`src/rtl/musa_pkg.sv`:
```
// Shared core definitions: default widths, reset vector and fetch FSM encoding.
package musa_pkg;

  localparam int unsigned MUSA_ADDR_W       = 32;
  localparam int unsigned MUSA_DATA_W       = 32;
  localparam logic [31:0] MUSA_RESET_VECTOR = 32'h0000_0000;

  typedef enum logic [1:0] {
    IDLE  = 2'd0,
    FETCH = 2'd1,
    HOLD  = 2'd2
  } fetch_state_e;

endpackage

```
`src/rtl/instruction_fetch_if.sv`:
```
// Instruction-memory request/acknowledge bus between the fetch stage and imem.
interface instruction_fetch_if #(
  parameter int unsigned ADDR_W = 32,
  parameter int unsigned DATA_W = 32
);

  logic              imem_req;
  logic [ADDR_W-1:0] imem_addr;
  logic              imem_ack;
  logic [DATA_W-1:0] imem_data;

  modport master (
    output imem_req,
    output imem_addr,
    input  imem_ack,
    input  imem_data
  );

  modport slave (
    input  imem_req,
    input  imem_addr,
    output imem_ack,
    output imem_data
  );

endinterface

```
`src/rtl/if_id_reg.sv`:
```
// Pipeline register carrying instruction + PC with load/hold/clear; clear only drops valid.
module if_id_reg
  import musa_pkg::*;
#(
  parameter int unsigned ADDR_W = MUSA_ADDR_W,
  parameter int unsigned DATA_W = MUSA_DATA_W
) (
  input  logic              clk,
  input  logic              rst_n,
  input  logic              load_i,
  input  logic              clear_i,
  input  logic [DATA_W-1:0] instr_i,
  input  logic [ADDR_W-1:0] pc_i,
  output logic [DATA_W-1:0] instr_o,
  output logic [ADDR_W-1:0] pc_o,
  output logic              valid_o
);

  logic [DATA_W-1:0] instr_q;
  logic [ADDR_W-1:0] pc_q;
  logic              valid_q;

  always_ff @(posedge clk or negedge rst_n) begin
    if (!rst_n) begin
      instr_q <= '0;
      pc_q    <= '0;
      valid_q <= 1'b0;
    end else if (clear_i) begin
      valid_q <= 1'b0;
    end else if (load_i) begin
      instr_q <= instr_i;
      pc_q    <= pc_i;
      valid_q <= 1'b1;
    end
  end

  assign instr_o = instr_q;
  assign pc_o    = pc_q;
  assign valid_o = valid_q;

endmodule

```
`src/rtl/instruction_fetch.sv`:
```
// PC register and fetch stage: imem handshake, IF/ID delivery with stall/flush.
// Optional IFETCH_PERF_EN adds saturating stall_cycles / flush_count outputs.
module instruction_fetch
  import musa_pkg::*;
#(
  parameter int unsigned       ADDR_W       = MUSA_ADDR_W,
  parameter int unsigned       DATA_W       = MUSA_DATA_W,
  parameter logic [ADDR_W-1:0] RESET_VECTOR = ADDR_W'(MUSA_RESET_VECTOR)
) (
  input  logic                clock,
  input  logic                reset,
  input  logic [ADDR_W-1:0]   next_address,
  output logic [ADDR_W-1:0]   pc_out,
  instruction_fetch_if.master imem,
  input  logic                stall,
  input  logic                flush,
  output logic [DATA_W-1:0]   if_instr,
  output logic [ADDR_W-1:0]   if_pc,
  output logic                if_valid
`ifdef IFETCH_PERF_EN
  ,
  output logic [31:0]         stall_cycles,
  output logic [31:0]         flush_count
`endif
);

  fetch_state_e      state_q, state_d;
  logic [ADDR_W-1:0] pc_q, pc_d;
  logic [ADDR_W-1:0] addr_q, addr_d;
  logic              drop_q, drop_d;
  logic [DATA_W-1:0] hold_q, hold_d;
  logic [DATA_W-1:0] ld_instr;
  logic              ifid_load;
  logic              ifid_clear;
  logic              new_req;

  always_ff @(posedge clock or negedge reset) begin
    if (!reset) begin
      state_q <= IDLE;
      pc_q    <= RESET_VECTOR;
      addr_q  <= RESET_VECTOR;
      drop_q  <= 1'b0;
      hold_q  <= '0;
    end else begin
      state_q <= state_d;
      pc_q    <= pc_d;
      addr_q  <= addr_d;
      drop_q  <= drop_d;
      hold_q  <= hold_d;
    end
  end

  always_comb begin
    state_d    = state_q;
    pc_d       = pc_q;
    addr_d     = addr_q;
    drop_d     = drop_q;
    hold_d     = hold_q;
    ld_instr   = imem.imem_data;
    ifid_load  = 1'b0;
    ifid_clear = 1'b0;
    new_req    = 1'b0;

    unique case (state_q)
      IDLE: begin
        // ack is deliberately not looked at here: it may belong to a pre-reset request
        state_d = FETCH;
        new_req = 1'b1;
        if (flush) begin
          ifid_clear = 1'b1;
          pc_d       = next_address;
        end
      end

      FETCH: begin
        if (flush) begin
          ifid_clear = 1'b1;
          pc_d       = next_address;
          if (imem.imem_ack) begin
            drop_d  = 1'b0;
            new_req = 1'b1;
          end else begin
            drop_d  = 1'b1;
          end
        end else if (imem.imem_ack && drop_q) begin
          drop_d  = 1'b0;
          new_req = 1'b1;
        end else if (imem.imem_ack && stall) begin
          hold_d  = imem.imem_data;
          state_d = HOLD;
        end else if (imem.imem_ack) begin
          ifid_load = 1'b1;
          pc_d      = next_address;
          new_req   = 1'b1;
        end
      end

      HOLD: begin
        if (flush) begin
          ifid_clear = 1'b1;
          pc_d       = next_address;
          hold_d     = '0;
          state_d    = FETCH;
          new_req    = 1'b1;
        end else if (!stall) begin
          ld_instr  = hold_q;
          ifid_load = 1'b1;
          pc_d      = next_address;
          state_d   = FETCH;
          new_req   = 1'b1;
        end
      end

      default: begin
        state_d = IDLE;
      end
    endcase

    // The request address is latched only when a new request starts, so a
    // flush against a pending request leaves imem_addr stable until its ack.
    if (new_req) begin
      addr_d = pc_d;
    end
  end

  assign imem.imem_req  = (state_q == FETCH);
  assign imem.imem_addr = addr_q;
  assign pc_out         = pc_q;

  if_id_reg #(
    .ADDR_W (ADDR_W),
    .DATA_W (DATA_W)
  ) u_if_id_reg (
    .clk     (clock),
    .rst_n   (reset),
    .load_i  (ifid_load),
    .clear_i (ifid_clear),
    .instr_i (ld_instr),
    .pc_i    (pc_q),
    .instr_o (if_instr),
    .pc_o    (if_pc),
    .valid_o (if_valid)
  );

`ifdef IFETCH_PERF_EN
  logic [31:0] stall_cycles_q;
  logic [31:0] flush_count_q;
  logic        stall_tick;

  assign stall_tick = ((state_q == FETCH) && !imem.imem_ack) || (state_q == HOLD);

  always_ff @(posedge clock or negedge reset) begin
    if (!reset) begin
      stall_cycles_q <= '0;
      flush_count_q  <= '0;
    end else begin
      if (stall_tick && (stall_cycles_q != '1)) begin
        stall_cycles_q <= stall_cycles_q + 32'd1;
      end
      if (flush && (flush_count_q != '1)) begin
        flush_count_q <= flush_count_q + 32'd1;
      end
    end
  end

  assign stall_cycles = stall_cycles_q;
  assign flush_count  = flush_count_q;
`endif

endmodule

```
`src/flat_wrapper.sv`:
```
// flat-port wrapper written by rule: the top's interface ports become plain ports
module instruction_fetch_flat import musa_pkg::*;
#(
  parameter int unsigned       ADDR_W       = MUSA_ADDR_W,
  parameter int unsigned       DATA_W       = MUSA_DATA_W,
  parameter logic [ADDR_W-1:0] RESET_VECTOR = ADDR_W'(MUSA_RESET_VECTOR)
)
  (clock, reset, next_address, pc_out, stall, flush, if_instr, if_pc, if_valid, imem_imem_req, imem_imem_addr, imem_imem_ack, imem_imem_data);
  instruction_fetch_if #(.ADDR_W(ADDR_W), .DATA_W(DATA_W)) imem_i ();
  input  logic clock;
  input  logic reset;
  input  logic [ADDR_W-1:0] next_address;
  output logic [ADDR_W-1:0] pc_out;
  input  logic stall;
  input  logic flush;
  output logic [DATA_W-1:0] if_instr;
  output logic [ADDR_W-1:0] if_pc;
  output logic if_valid;
  output wire logic [$bits(imem_i.imem_req)-1:0] imem_imem_req;
  output wire logic [$bits(imem_i.imem_addr)-1:0] imem_imem_addr;
  input wire logic [$bits(imem_i.imem_ack)-1:0] imem_imem_ack;
  input wire logic [$bits(imem_i.imem_data)-1:0] imem_imem_data;
  assign imem_imem_req = imem_i.imem_req;
  assign imem_imem_addr = imem_i.imem_addr;
  assign imem_i.imem_ack = imem_imem_ack;
  assign imem_i.imem_data = imem_imem_data;
  instruction_fetch #(.ADDR_W(ADDR_W), .DATA_W(DATA_W), .RESET_VECTOR(RESET_VECTOR)) u_core (.clock(clock), .reset(reset), .next_address(next_address), .pc_out(pc_out), .imem(imem_i), .stall(stall), .flush(flush), .if_instr(if_instr), .if_pc(if_pc), .if_valid(if_valid));
endmodule
```
`config.mk`:
```
export PLATFORM = sky130hd
export DESIGN_NAME = instruction_fetch_flat
export DESIGN_NICKNAME = d
export VERILOG_FILES = /design/src/rtl/musa_pkg.sv /design/src/rtl/instruction_fetch_if.sv /design/src/rtl/if_id_reg.sv /design/src/rtl/instruction_fetch.sv /design/src/flat_wrapper.sv
export SDC_FILE = /design/constraint.sdc
export NUM_CORES = 1
export LEC_CHECK = 0
export ABC_AREA = 1
export CAP_MARGIN = 15
export CORE_MARGIN = 1
export CORE_UTILIZATION = 30
export DETAILED_ROUTE_END_ITERATION = 7
export GPL_TIMING_DRIVEN = 0
export PLACE_DENSITY = 0.61
export SYNTH_ARGS = -nofsm -noshare
export SYNTH_HDL_FRONTEND = slang
export SYNTH_SLANG_ARGS = --single-unit
```
`constraint.sdc`:
```
create_clock -name clock -period 2.7 [get_ports clock]
set_input_delay 0.81 -clock clock [delete_from_list [all_inputs] [get_ports clock]]
set_output_delay 0.81 -clock clock [all_outputs]
set_load 0.01 [all_outputs]
```
**Word-level counts from Yosys, hierarchy flattened**

Cells that the tools add are included.

- Equal/unequal tests: 7
- Muxes and demuxes: 40
- Bitwise operators: 1
- Reductions and logical operators: 11

Operators with widths:

| operator | count |
|---|---|
| $mux W32 | 14 |
| $pmux W32 S3 | 1 |
| $pmux W32 S2 | 1 |
| $mux W1 | 16 |
| $mux W2 | 5 |
| $ne A2 B2 Y1 const B | 3 |
| $pmux W2 S3 | 1 |
| $reduce_bool A2 Y1 | 3 |
| $reduce_and A5 Y1 | 1 |
| $reduce_and A2 Y1 | 2 |
| $reduce_and A4 Y1 | 1 |
| $ne A3 B3 Y1 const B | 1 |
| $pmux W1 S3 | 1 |
| $reduce_or A3 Y1 | 1 |
| $eq A2 B1 Y1 const B | 1 |
| $eq A2 B2 Y1 const B | 1 |
| $logic_and A1 B1 Y1 | 2 |
| $logic_not A2 Y1 | 1 |
| $ne A2 B1 Y1 const B | 1 |
| $pmux W1 S2 | 1 |
| $not A1 Y1 | 1 |

- Bits in registers: 164
- Input bits: 69
- Output and inout bits: 130
- Logic and storage cells: 67

**Longest topological paths before layout**

- Word-level depth: 7
- Depth in mapped cells: 11
- Gate-level depth less buffers: 10

**Hierarchy**

From an unflattened synthesis, not the netlist that was laid out.

- Cells, all modules: 879
- Area, all modules: 7483.4 sq um

Modules (own cells, without submodules):

| module | times used | cells an instance | area an instance (sq um) | seq. area each (sq um) |
|---|---|---|---|---|
| instruction_fetch | 1 | 597 | 4874.7 | 2477.4 |
| if_id_reg | 1 | 282 | 2608.8 | 1626.6 |

**Worst setup path before layout**

Ideal clock, no wire load.

- Path kind: register -> register
- From: register u_core.state_q[1]
- To: register u_core.u_if_id_reg.pc_q[0] (netlist: u_core.u_if_id_reg.pc_o[0])
- Setup time: 117 ps
- Arrival: 1616 ps
- Data required time: 2583 ps
- Path slack: 968 ps
- Cell stages (with the launch flop): 12
- Buffers on the path: 2
- Clock period less this slack: 1732 ps
- Cell sequence: dfrtp_1 inv_1 ha_1 inv_1 nor2_1 inv_1 o21ai_1 nand2_1 buf_4 buf_6 nand2_1 nand2_1

- Word-level cells in the longest chain between the ends: 5
- Elaborated cells between the ends (all ways): 8
- Classes of those cells: eq/ne (2); mux (2); bitwise (1); reduce/logical (3)

Ends and longest elaborated chain:

| item | line | text |
|---|---|---|
| start: declaration | instruction_fetch.sv:27 | `fetch_state_e state_q, state_d;` |
| start signal: assignment | instruction_fetch.sv:45 | `state_q <= state_d;` |
| $eq A2 B1 Y1 * | -- |  |
| net imem_imem_req | flat_wrapper.sv:19 | `output wire logic [$bits(imem_i.imem_req)-1:0] imem_imem_req;` |
| $reduce_or A3 Y1 (no source line) | -- |  |
| $mux W1 | -- |  |
| $not A1 Y1 (no source line) | -- |  |
| $reduce_and A2 Y1 (no source line) * | -- |  |
| end signal: assignment | if_id_reg.sv:32 | `pc_q <= pc_i;` |
| end: declaration | if_id_reg.sv:20 | `logic [ADDR_W-1:0] pc_q;` |

The timed path passes the listed nets; every way through them passes the cells marked *.
A chain may end at the register's enable or synchronous reset.

**Final worst setup path**

- From: register u_core.state_q[1]
- To: output port imem_imem_req

- Word-level cells in the longest chain between the ends: 1

Ends and longest elaborated chain:

| item | line | text |
|---|---|---|
| $eq A2 B1 Y1 | instruction_fetch.sv:126 | `assign imem.imem_req = (state_q == FETCH);` |
| end: declaration | flat_wrapper.sv:19 |  |

Every way passes these cells.

==> key figures <==
Status
  – Outcome: complete, no violations

Pwr
  – Pwr/cell area: 1130 nW/um^2
  – Leakage power: 5.28 nW
  – Switching share of power: 38.7%
  – Clk network pwr share: 21.5%
  – Flop pwr share: 35.4%
  – Maximum VDD drop: 404 uV
  – Internal power: 0.00706 W
  – Sw power: 0.00445 W
  – Combinational power share: 43.0%

STA
  – Worst Tran Pin Value: 0.553 ns
  – Peak Freq: 385 MHz
  – Fin crit period: 2.60 ns
  – Post-Route Skew: 0.0198 ns
  – Max-slew violation count: 0
  – Final critical-path setup slack: 0.103 ns
  – Setup TNS: 0 ns
  – Slew margin rel.: 63.2%
  – Unrepaired setup endpoints after global routing: false
  – Final setup viols: 0
  – Fin. Hold Viols: 0
  – Part of the cycle the worst path needs: 96.2%

Worst setup path
  – Crit-path cells: inv_1 -> ha_2 -> clkdlybuf4s50_1
  – Critical Path End Type: output port
  – CP Class: reg -> out
  – WP data required: 1.89 ns
  – Worst path max stage delay: 0.60 ns
  – Maximum fanout along the worst path: 7
  – Slowest CP cell: clkdlybuf4s50_1
  – Crit path DAT: 1.79 ns
  – Startpoint types: flop

Routing
  – Vias per cell: 4.31
  – Post-route ant nets: 0
  – Drt total wl: 20.1 mm
  – Vias after detailed routing: 6,251
  – Post-DR wirelength/cell: 13.8 um
  – Drt first pass iters: 4
  – Residual DRC: 0
  – 1st-iter DRT viols: 338

GRT
  – Largest net degree at the start of global routing: 102
  – Total grt overflow: 0
  – Vias in the first global route: 6,162
  – First-pass GRT wire length: 32.9 mm
  – GRT Util Overall: 17.3%
  – Antenna violations before repair: 0

Place
  – Port bufs: 198
  – Post-Place Cells: 1,420
  – Hpwl dp: 14.1 mm
  – Placed Instance Area: 9560 um^2
  – Worst slack, placed: -0.0328 ns
  – RD Place Congestion: 0.810

Cells and area
  – Layout area overhead: 42.3%
  – Share of cells above drive strength 1: 6.18%
  – Layout Utilization: 43.4%
  – Design area: 10,200 um^2
  – Antenna diode instance count: 0
  – Layout fillers: 2,453
  – Final Non-Filler Cells: 1,452
  – Post-layout nets: 1,193

Clock tree
  – TritonCTS clock tree: done
  – Worst-Skew Late Latency: 0.42 ns
  – H-tree Lvls: 4
  – Buffer depth of the longest clock path: 2
  – Clk pin slew, worst setup/hold paths: 0.07 ns
  – CTS Sinks: 164
  – CTS Buf Count: 17
  – Clk root buf: clkbuf_16
  – Setup bufs post-CTS: 0

Floorplanning
  – DIE WIDTH: 156 um
  – Initial Util: 30.5%
  – Total die area: 24,400 um^2
  – Rows: 56
  – Core Box Area: 23,400 um^2
  – Die Ht: 156 um
  – IO Pins: 199

Job
  – Max cap viols: 0

Synth
  – #FFs+latches synth: 164
  – Post-Syn Nets: 975
  – Avg Cell Area, Syn: 7.92 um^2
  – Post-Syn Area: 7140 um^2
  – Post-synth top area share: 57.4%
  – Synth area leader: dfrtp_1
  – Cells after Synth: 902
  – Netlist cell types: 21
  – Total number of yosys warnings: 0
  – Top cells by area, synth: dfrtp_1, nand2_1, nand3_1
  – Seq/Total Area, Yosys: 57.4%

Worst hold path
  – Hold crit path type: in -> async
==> placed cells by master (no fill, tap or decap), drive strengths merged <==
cell	instances
clkbuf	35
nand3	38
dfrtp	164
clkdlybuf4s50	197
nor2	34
ha	4
o21ai	38
o21bai	1
nand2	528
inv	52
buf	31
clkinv	6
nand4	1
bufinv	1
a21oi	3
==> critical path: cells and delay by family (launching register included) <==
| kind | cells | cell delay, ns |
|---|---|---|
| DFF | 1 | 0.42 |
| buffers and inverters | 2 | 0.70 |
| adders and majority gates | 1 | 0.25 |
==> final timing paths <==
check                                            startpoint                          end  slack (ns)  depth (start not counted)
worst min register to register  u_core.u_if_id_reg.pc_o[30]  u_core.u_if_id_reg.pc_o[30]        0.48                          2
max in group asynchronous                             reset  u_core.u_if_id_reg.pc_o[31]        1.48                          2
min in group clock              u_core.u_if_id_reg.pc_o[30]  u_core.u_if_id_reg.pc_o[30]        0.48                          2
worst min-delay path                                  reset   u_core.u_if_id_reg.pc_o[3]        0.32                          1
worst max-delay path                      u_core.state_q[1]                imem_imem_req        0.10                          3
worst max register to register            u_core.state_q[0]  u_core.u_if_id_reg.pc_o[10]        0.57                         11
==> layer usage <==
metal / GRT usage [%] / part of all wire, %
met5: 0 / 0
met4: 6.16 / 2.4
met2: 27.9 / 47
met1: 22.7 / 45
met3: 4.10 / 5.1
==> what timing repair did <==
item	CTS	global route
endpoints found under the hold margin	0	0
gates resized for setup	0	1
hold buffers	0	0
endpoints found under the setup margin	0	1
==> registers in the layout (all words and copies together) (netlist names) <==
name                        flops
u_core.drop_q                   1
u_core.hold_q                  32
u_core.imem.imem_addr          32
u_core.pc_out                  32
u_core.state_q                  2
u_core.u_if_id_reg.instr_o     32
u_core.u_if_id_reg.pc_o        32
u_core.u_if_id_reg.valid_o      1
==> logic make-up after synthesis <==
group	Yosys count	share of synthesized area [%]
compound gates	42	3.03
fa+ha+maj	4	0.701
buf+inv	91	6.11
flops	164	57.4
simple gates	601	32.7
==> power by group through the flow <==
stage	logic, W	registers, W	clock network, W
2_1_floorplan	0.00221	0.00438	0
3_3_place_gp	0.00497	0.00411	0
3_5_place_dp	0.00503	0.00412	0
4_1_cts	0.00505	0.00409	0.00256
5_1_grt	0.00556	0.00422	0.00267
6_report	0.00495	0.00408	0.00248
==> synth_stat cells <==
| master | n |
|---|---|
| buf_6 | 5 |
| a21oi_2 | 1 |
| nand2_1 | 526 |
| o21ai_1 | 19 |
| nand4_1 | 1 |
| inv_1 | 40 |
| nor2_1 | 33 |
| buf_2 | 7 |
| nor2_8 | 1 |
| nand3_2 | 2 |
| inv_2 | 4 |
| clkbuf_1 | 18 |
| buf_1 | 4 |
| nand2_2 | 2 |
| o21ai_0 | 19 |
| ha_1 | 4 |
| nand3_1 | 36 |
| a21oi_1 | 2 |
| o21bai_1 | 1 |
| dfrtp_1 | 164 |
| buf_4 | 13 |
==> through the flow <==
step                power [W]  hold slack [ns]
CTS                    0.0117            0.341
global route           0.0124            0.352
finish                 0.0115            0.325
global placement      0.00907            0.461
detailed placement    0.00914            0.464
floorplan             0.00659            0.454
==> area by class of cell <==
| cell class | instances | area (um^2) | area share, % |
|---|---|---|---|
| multi-input cells | 647 | 2610 | 25.6 |
| clock inverters | 15 | 179 | 1.76 |
| inverters | 44 | 165 | 1.62 |
| clock buffers | 17 | 425 | 4.19 |
| well taps | 319 | 399 | 3.93 |
| plain buffers | 47 | 272 | 2.67 |
| repair buffers | 199 | 2010 | 19.8 |
| flip-flops and latches | 164 | 4100 | 40.4 |
Power figures use the tool's default switching activity.
==> patch 1: new RTL, config.mk and constraints unchanged <==
`hold_q` no longer has a reset.
--- a/src/rtl/instruction_fetch.sv
+++ b/src/rtl/instruction_fetch.sv
@@ -42,3 +42,2 @@
       drop_q  <= 1'b0;
-      hold_q  <= '0;
     end else begin
@@ -48,4 +47,7 @@
       drop_q  <= drop_d;
-      hold_q  <= hold_d;
     end
+  end
+
+  always_ff @(posedge clock) begin
+    hold_q <= hold_d;
   end
Function: same outputs for any inputs over 4 cycles, from zero or initial values and one cycle with reset low; that may be too few to reach the edited logic, so the function may still have changed.
==> patch 1 against the unedited design <==
  * Setup slack better by 0.11 ns
  * Routed wire length down 3.6%
  * Hold slack improved by 0.0029 ns
  * Final area down 3.2%
  * Synthesized cell count shrank 11%
  * Sequential power up 4%
  * Combinational power is 3% lower
  * Cell count shrank 9.4%
  * Sequential cell count is the same
  * Area after synthesis decreased by 3.6%
  * Power fell by 0.63%
==> patch 1: results <==
set metrics [dict create \
    diodes 0 \
    path_max_fanout 3 \
    whs_ns 0.328 \
    finalNonFillerCells 1315 \
    rr_worst_depth 6 \
    p_leak_nw 4.94 \
    synth_commonest_cells "368 x nand2_1, 132 x dfrtp_1, 70 x inv_1" \
    portBuffers 198 \
    dr.max_layer_used "met4" \
    reg2reg_to "u_core.hold_q[2]" \
    clock_latency_ns 0.42 \
    grt_max_degree 84 \
    wl_met2_mm 8.91 \
    synthDistinctLibCells 22 \
    grt_pass1_wl_mm 31.2 \
    wl_met1_mm 8.78 \
    dp_hpwl_mm 13.8 \
    place_congestion 0.784 \
    nets 1090 \
    async_flop_share 0.805 \
    cts_setup_buffers 0 \
    crit_arrival_ns 1.68 \
    post-place-ws_ns -0.0553 \
    rr_startpoint "u_core.state_q[0]" \
    cts_root_buf "clkbuf_16" \
    cts_made_buffers 17 \
    worstHoldPathType "in2async" \
    wl_met3_mm 1.17 \
    synth.area.top_cells "dfrtp_1 48%, nand2_1 20%, edfxtp_1 14%" \
    yosysSeqAreaShare 0.619 \
    htree_levels 4 \
    syn-num-nets 872 \
    drive_above_1_share 0.0738 \
    grt_usage 0.171 \
    syn_inst 799 \
    r2r_setup_slack_ns 0.58 \
    ctsResizeCount 0 \
    ir_drop_uv 394 \
    grt_pass1_vias 5798 \
    yosysWarnings 0 \
    drt_first_iter_violations 334 \
    synth-main-ff-cell "dfrtp_1" \
    antenna_found_initial 0 \
    status "finished clean" \
    synth_edf_count 32 \
    worst_slew_pin_slew_ns 0.781 \
    placed_cells 1283 \
    fin_skew_ns 0.0111 \
    clockBufferDepth 2 \
    wirelength_mm 19.4 \
    first_pass_iters 4 \
    vias 5779 \
    dpl_cell_area_mm2 0.00926 \
]
[patch 1: changes by cell type in the layout (fill, tap and decap cells not counted), moves of 30 or more]
cell	change
nand2_1	-158
dfrtp_1	-32
edfxtp_1	+32
nand3_1	-31
nor2_1	+31
inv_1	+30
[patch 1: kinds of logic after synthesis]
logic type | synth area share
simple gates | 0.244
flops | 0.619
buf+inv | 0.0746
compound gates | 0.0550
fa+ha+maj | 0.00727
[patch 1: worst max path at each step]
stage,startpoint,cells after the start,to,slack [ns]
CTS,u_core.state_q[1],3,imem_imem_req,0.17
floorplan,flush,4,u_core.hold_q[0],0.43
detailed placement,flush,5,u_core.hold_q[15],-0.06
global placement,reset,1,u_core.u_if_id_reg.pc_o[22],-4.82
global route,u_core.state_q[1],3,imem_imem_req,0.11
finish,u_core.state_q[1],3,imem_imem_req,0.21
[patch 1: power breakdown]
part           total (mW)  leakage, nW  internal (mW)  switching, mW
combinational        4.78         2.64           2.15           2.63
sequential           4.26         2.01           3.70          0.558
clock                2.40        0.288           1.32           1.08
total                11.4         4.94           7.17           4.27
[patch 1: cell type report]
cell class	count	area (um2)
multi-input combinational	520	2110
clock inverter	12	105
buffer	41	236
inverter	74	278
timing repair buffer	199	2010
sequential	164	4260
tap	285	357
fill	2243	12700
clock buffer	20	479
[patch 1: layer usage]
layer | GRT usage | up-vias
li1 | - | 2882
met1 | 0.220 | 2723
met2 | 0.269 | 146
met3 | 0.0474 | 28
met4 | 0.0705 | 0
met5 | 0 | -
[patch 1: critical path, cell delays in order, from the launching register on]
cell             delay, ns
dfrtp_1               0.40
inv_1                 0.10
ha_1                  0.17
clkdlybuf4s50_1       0.59
==> patch 2: new RTL, same flow settings <==
Made on the original files. Change the package constant `MUSA_ADDR_W` from 32 to 40.
--- a/src/rtl/musa_pkg.sv
+++ b/src/rtl/musa_pkg.sv
@@ -3,3 +3,3 @@
 
-  localparam int unsigned MUSA_ADDR_W       = 32;
+  localparam int unsigned MUSA_ADDR_W       = 40;
   localparam int unsigned MUSA_DATA_W       = 32;
Ports: changed (resized if_pc, imem_imem_addr, next_address and pc_out); port bits go from 199 to 231. The function was not compared with the original's and may differ.
==> patch 2 against the unedited design <==
  * Area after synthesis grew 13%
  * Largest power group unchanged
  * Final area grew 13%
  * Power rose by 13%
  * Sequential cell count grew 24
  * Routed wire length is 20% higher
  * Via count is 15% higher
  * The flow now finishes with violations (design-rule violations)
  * Die area rose by 13%
  * Global-route usage increased by 0.79 points
  * Fmax decreased by 0.64%
  * Setup slack worse by 0.017 ns
==> patch 2: results <==
set metrics [dict create \
    powerDensity_mw_per_mm2 1130 \
    fin_skew_ns 0.0120 \
    dp_hpwl_mm 16.8 \
    rr_startpoint "u_core.state_q[0]" \
    grt_usage 0.181 \
    synthAdderAreaFrac 0.00619 \
    dpl_cell_area_mm2 0.0108 \
    r2r_setup_slack_ns 0.54 \
    ir_drop_uv 445 \
    relSlewSlack 0.531 \
    wl_met1_mm 11.2 \
    synth-compound-area-share 0.0263 \
    avgViaCountPerCell 4.43 \
    sw_frac_of_total 0.399 \
    reg2reg_to "u_core.u_if_id_reg.pc_o[16]" \
    synth.area.top_cells "dfrtp_1 58%, nand2_1 28%, nand3_1 2.3%" \
    drt_first_iter_violations 469 \
    fin_tns_setup_ns 0 \
    grt_max_degree 104 \
    wl_per_cell_um 14.8 \
    fillers 2628 \
    synth_commonest_cells "599 x nand2_1, 188 x dfrtp_1, 46 x inv_1" \
    first_pass_iters 7 \
    grt_pass1_vias 6964 \
    grt_pass1_wl_mm 39.4 \
    ctsResizeCount 1 \
    synthDistinctLibCells 20 \
    p_seq_frac 0.360 \
    grtUsageMet1 0.247 \
    syn-num-nets 1102 \
    yosysSeqAreaShare 0.582 \
    wl_met3_mm 1.25 \
    finalNonFillerCells 1619 \
    violations "design-rule violations" \
    grtUsageMet2 0.285 \
    p_leak_nw 5.97 \
    yosysTopAreaCellShare 0.582 \
    drive_above_1_share 0.0569 \
    whs_ns 0.337 \
    drcViolationCount 11 \
    post-place-ws_ns -0.187 \
    wl_met2_mm 11.2 \
    diodes 0 \
    syn_avg_cell_area_um2 7.92 \
    status "complete, but fails checks" \
]
patch 2: cell count changes in the layout (fill, tap and decap cells not counted), sizes merged:
| cell | change |
|---|---|
| dfrtp | +24 |
| clkinvlp | +1 |
| nor2 | +8 |
| buf | +1 |
| nand2 | +72 |
| inv | +7 |
| clkbuf | +7 |
| clkdlybuf4s50 | +32 |
| bufinv | -1 |
patch 2: worst max-delay path, cell delays in order, from the launching register on:
cell	delay, ns
dfrtp_1	0.42
inv_1	0.10
ha_2	0.26
clkdlybuf4s50_1	0.60
patch 2: cell type report:
| class | count | area [um2] | share of cell area |
|---|---|---|---|
| clock inverters | 14 | 169 | 0.0148 |
| flip-flops and latches | 188 | 4700 | 0.411 |
| well taps | 335 | 419 | 0.0366 |
| repair buffers | 231 | 2330 | 0.204 |
| clock buffers | 18 | 439 | 0.0384 |
| inverters | 52 | 195 | 0.0170 |
| multi-input cells | 727 | 2890 | 0.252 |
| plain buffers | 54 | 303 | 0.0264 |
